<file path="src/rtl/updown_counter.sv">
// Windowed up/down counter with programmable bounds, wrap/saturate bound handling and a bound-event pulse.
// Define UPDOWN_COUNTER_SAT_EN to honour sat_mode; without it every bound event wraps.
module updown_counter #(
    parameter int unsigned      WIDTH   = 16,
    parameter int unsigned      STEP    = 1,
    parameter logic [WIDTH-1:0] RST_VAL = '0
) (
    input  logic             clk,
    input  logic             rst_n,
    input  logic             clr,
    input  logic             load,
    input  logic [WIDTH-1:0] load_val,
    input  logic             incr,
    input  logic             uphdnl,
    input  logic             sat_mode,
    input  logic [WIDTH-1:0] limit_lo,
    input  logic [WIDTH-1:0] limit_hi,
    output logic [WIDTH-1:0] q,
    output logic             bnd,
    output logic             at_hi,
    output logic             at_lo,
    output logic             cfg_err
);

    // One extra bit keeps q+STEP and limit_lo+STEP from wrapping before the compare.
    localparam logic [WIDTH:0] STEP_X = (WIDTH+1)'(STEP);

    logic [WIDTH-1:0] q_q, q_d;
    logic             bnd_q, bnd_d;
    logic [WIDTH:0]   up_nxt;
    logic [WIDTH:0]   dn_floor;
    logic             sat_eff;

    function automatic logic [WIDTH-1:0] bound_sel(
        input logic             sat,
        input logic [WIDTH-1:0] near_bound,
        input logic [WIDTH-1:0] far_bound
    );
        return sat ? near_bound : far_bound;
    endfunction

`ifdef UPDOWN_COUNTER_SAT_EN
    assign sat_eff = sat_mode;
`else
    logic unused_sat_mode;
    assign unused_sat_mode = sat_mode;
    assign sat_eff         = 1'b0;
`endif

    assign cfg_err = (limit_lo > limit_hi);
    assign at_hi   = (q_q == limit_hi);
    assign at_lo   = (q_q == limit_lo);
    assign q       = q_q;
    assign bnd     = bnd_q;

    always_comb begin
        up_nxt   = {1'b0, q_q} + STEP_X;
        dn_floor = {1'b0, limit_lo} + STEP_X;
        q_d      = q_q;
        bnd_d    = 1'b0;
        if (clr) begin
            q_d = limit_lo;
        end else if (load) begin
            q_d = load_val;
        end else if (incr && !cfg_err) begin
            if (uphdnl) begin
                if (up_nxt <= {1'b0, limit_hi}) begin
                    q_d = up_nxt[WIDTH-1:0];
                end else begin
                    q_d   = bound_sel(sat_eff, limit_hi, limit_lo);
                    bnd_d = 1'b1;
                end
            end else begin
                if ({1'b0, q_q} >= dn_floor) begin
                    q_d = q_q - STEP_X[WIDTH-1:0];
                end else begin
                    q_d   = bound_sel(sat_eff, limit_lo, limit_hi);
                    bnd_d = 1'b1;
                end
            end
        end
    end

    // Register stage: count word and bound pulse update together.
    always_ff @(posedge clk or negedge rst_n) begin
        if (!rst_n) begin
            q_q   <= RST_VAL;
            bnd_q <= 1'b0;
        end else begin
            q_q   <= q_d;
            bnd_q <= bnd_d;
        end
    end

endmodule
</file>
<file path="config.mk">
export PLATFORM = sky130hd
export DESIGN_NAME = updown_counter
export DESIGN_NICKNAME = d
export VERILOG_FILES = /design/src/rtl/updown_counter.sv
export SDC_FILE = /design/constraint.sdc
export NUM_CORES = 1
export LEC_CHECK = 0
export CAP_MARGIN = 20
export CORE_AREA = 2 2 85 87
export DETAILED_ROUTE_END_ITERATION = 10
export DIE_AREA = 0 0 87 89
export PLACE_DENSITY_LB_ADDON = 0.3
export SYNTH_ARGS = -nofsm -noshare
export SYNTH_HDL_FRONTEND = slang
export SYNTH_SLANG_ARGS = --single-unit
</file>
<file path="constraint.sdc">
create_clock -name clk -period 8.8 [get_ports clk]
set_clock_uncertainty 0.05 [all_clocks]
set_input_delay 1.76 -clock clk [delete_from_list [all_inputs] [get_ports clk]]
set_output_delay 1.76 -clock clk [all_outputs]
set_load 0.02 [all_outputs]
</file>
==> key figures <==
Yosys
  – Largest family of logic cells by synthesized area: compound AO/OA/AOI/OAI gates
  – Adder-cell share of the synthesized area: 16.29%
  – Sequential-to-total area share from yosys stat: 10.86%
  – Yosys reg bits: 17
  – Synth top area cells: ha_1 16%, dfrtp_1 11%, xnor2_1 10%, xor2_1 5.8%, a21oi_1 4.6%
  – Post-Syn Instances: 514
  – Complex-gate fraction of the synthesized area: 24.78%
  – Mux cell area share after synthesis: 3.066%
  – Count leader, synth: ha_1
  – Synth top area share: 16.29%
  – Simple-Gate Fraction of Synth Area: 19.77%
  – Post-Syn Nets: 620
  – YS warnings: 0
  – Post-Synth XOR/XNOR Area: 15.87%
  – Ys async rst share: 100.0%
  – Mapped Avg Cell Area: 7.622 um^2
  – Mapped cell area: 0.003918 mm^2
  – Count of flip-flops with a built-in enable after synthesis: 0
  – Top FF cell, synth: dfrtp_1
  – Distinct cells, synth: 58
  – Cell taking the most area after synthesis: ha_1
  – Commonest cells in the netlist: 51 x ha_1, 45 x xnor2_1, 43 x inv_1

Die
  – Row count: 30
  – Die Wd: 87 um
  – Boundary Pins: 75
  – Die Y: 89 um
  – Initial core utilization: 58.31%
  – Die Footprint: 0.007743 mm^2
  – Core area: 0.006719 mm^2

GRT
  – Grt total ovfl: 0
  – First-pass GRT wire length: 19,550 um
  – Total GRT Usage: 32.18%
  – Vias in the first global route: 3,973
  – Largest net degree at the start of global routing: 36
  – Initial antenna violation count: 0

CTS
  – # hold bufs at CTS: 0
  – CTS clock-pin slew for the worst setup and hold paths: 0.07 ns
  – Setup Fix Bufs, Post-CTS: 0
  – Clock Sinks: 17
  – Clock Latency Late Sink: 0.27 ns
  – CTS H-tree lvls: 1
  – CTS tree: done
  – CTS root buf: clkbuf_8
  – Post-CTS Resized: 0
  – Clock Path Buffers: 2
  – Num CTS Buffers: 3

Finish
  – Register Area: 425.4 um^2
  – Share of layout cells above drive strength 1: 5.787%
  – Area Growth Syn to Fin: 17.50%
  – Filler instances: 567
  – Multi-input gate area: 0.003126 mm^2
  – Final instance area: 0.004603 mm^2
  – Final Util: 68.51%
  – Final nets: 660
  – Antenna fix cells: 0

Pwr
  – Leakage power: 1.893 nW
  – Clock share of power: 13.1%
  – Sw frac: 48.17%
  – Psw: 0.2373 mW
  – Power density cells: 107.0 mW/mm^2
  – Gate power share: 62.2%
  – Tot Pwr: 0.4926 mW
  – Flop pwr share: 24.7%
  – Internal Power: 0.2553 mW
  – Worst ir drop on vdd: 0.04818 mV

Critical path
  – Critical Path Slowest Stage Cell: clkdlybuf4s50_1
  – Reg-to-reg startpoint: q[1]$_DFFE_PN0P_
  – Worst R2R Setup Slack: 4.85 ns
  – Maximum cell stage delay along the critical path: 0.74 ns
  – RR Endpoint: q[14]$_DFFE_PN0P_
  – Crit path launch type: input port
  – CP Cell Sequence: clkdlybuf4s50_1 -> ha_1 -> nand4_1 -> a211oi_1 -> o31ai_1 -> a31oi_2 -> clkdlybuf4s50_1
  – Worst Path Max Fanout: 15
  – CP required: 6.99 ns
  – Worst Setup Path Type: input port to output pin
  – Most Frequent Cell on Critical Path: clkdlybuf4s50_1
  – Arr. time, crit path: 4.80 ns
  – Worst Setup End Kind: output pin
  – Worst reg2reg path depth: 13

Hold path
  – Hold Path Class: register to register
  – Hold path startpoint: q[0]$_DFFE_PN0P_
  – Hold path endpoint: q[0]$_DFFE_PN0P_
  – Worst hold stages: 2

STA
  – Worst Tran Pin Value: 0.9535 ns
  – Tmin final: 6.610 ns
  – Worst relative slew slack: 36.43%
  – WHS: 0.7588 ns
  – TNS Setup: 0 ns
  – Period Utilization, post-route: 75.11%
  – Unrepaired setup endpoints after global routing: false
  – # setup viols final: 0
  – Final Hold Fails: 0
  – F_max: 0.1513 GHz
  – Max Slew Vio Count: 0

Drt
  – Initial DRC count: 471
  – Drt wl/cell: 19.30 um
  – DRT Pass-1 Iters: 9
  – Vias per cell: 6.626
  – ANT nets after route: 0
  – Via Count: 4,194
  – Final wirelength: 12,220 um
  – Residual DRC: 0

Status
  – Status: finished clean

Placement
  – Placer congestion estimate: 0.9563
  – HPWL after DPL: 9666 um
  – Post-DP Area: 0.004558 mm^2
  – PortBufs: 73

Job
  – Max-cap check violation count: 0
## worst max-delay path: cells and delay by family
| family | cells | cell delay (ns) |
|---|---|---|
| buf+inv | 2 | 1.38 |
| compound gates | 3 | 1.06 |
| fa+ha+maj | 1 | 0.42 |
| simple gates | 1 | 0.17 |
## cells in the final DEF (no fill, tap or decap), types with 4 or more instances in the layout
master	count
dfrtp_1	17
o31ai_1	6
nor4_1	4
inv_1	43
o21ai_0	17
a21oi_1	36
xor2_1	26
nand3_1	16
a211oi_2	13
a211oi_1	16
mux2i_1	12
xnor2_1	45
nor3_1	18
a22oi_1	11
clkdlybuf4s50_1	73
nand2b_1	4
nand4_1	17
nor2b_1	6
nand2_1	29
o211ai_1	4
nor2_1	29
ha_1	51
and3_1	7
## how the worst max path moves through the flow
stage                 startpoint       to  slack, ns  cells past startpoint
detailed placement  limit_lo[11]  cfg_err       2.31                      7
finish              limit_lo[13]  cfg_err       2.19                      7
global route        limit_lo[11]  cfg_err       2.16                      7
floorplan            limit_lo[0]    at_lo       3.76                      4
CTS                 limit_lo[11]  cfg_err       2.31                      7
global placement    limit_lo[11]  cfg_err       2.31                      7
## power by group through the flow
stage / sequential [mW] / clock [mW] / combinational, mW
6_report: 0.122 / 0.0647 / 0.306
5_1_grt: 0.124 / 0.0656 / 0.332
4_1_cts: 0.120 / 0.0632 / 0.300
3_5_place_dp: 0.121 / 0 / 0.298
3_3_place_gp: 0.120 / 0 / 0.289
2_1_floorplan: 0.106 / 0 / 0.219
## cell type report
class | count | area share (%)
clock buffer | 4 | 0.9785
inverter | 43 | 3.506
multi-input combinational | 414 | 67.90
sequential | 17 | 9.242
tap | 80 | 2.175
timing repair buffer | 75 | 16.20
## layer usage
metal	GRT usage (%)	wire length [um]	up-vias	share of wire [%]
met5	0	0	-	0
met4	10.51	295	0	2.4
met3	2.308	1186	43	9.7
met2	55.24	5658	272	46
met1	42.98	5074	1947	42
li1	-	-	1932	-
## metrics by stage
| step | setup slack [ns] | cells |
|---|---|---|
| floorplan | 3.760 | 514 |
| finish | 2.190 | 633 |
| global route | 2.162 | 633 |
| detailed placement | 2.315 | 629 |
| CTS | 2.309 | 633 |
| global placement | 2.312 | 629 |
## logic make-up (layout without fill, tap and decap cells)
family / count (synthesis) / in the layout
simple gates: 147 / 147
fa+ha+maj: 51 / 51
xor+xnor: 71 / 71
buf+inv: 83 / 122
flops: 17 / 17
compound gates: 133 / 133
mux: 12 / 12
## state kept, by name, indices dropped and copies added, names as in the netlist
signal and count:
q 16, bnd 1
Power figures use the tool's default switching activity.
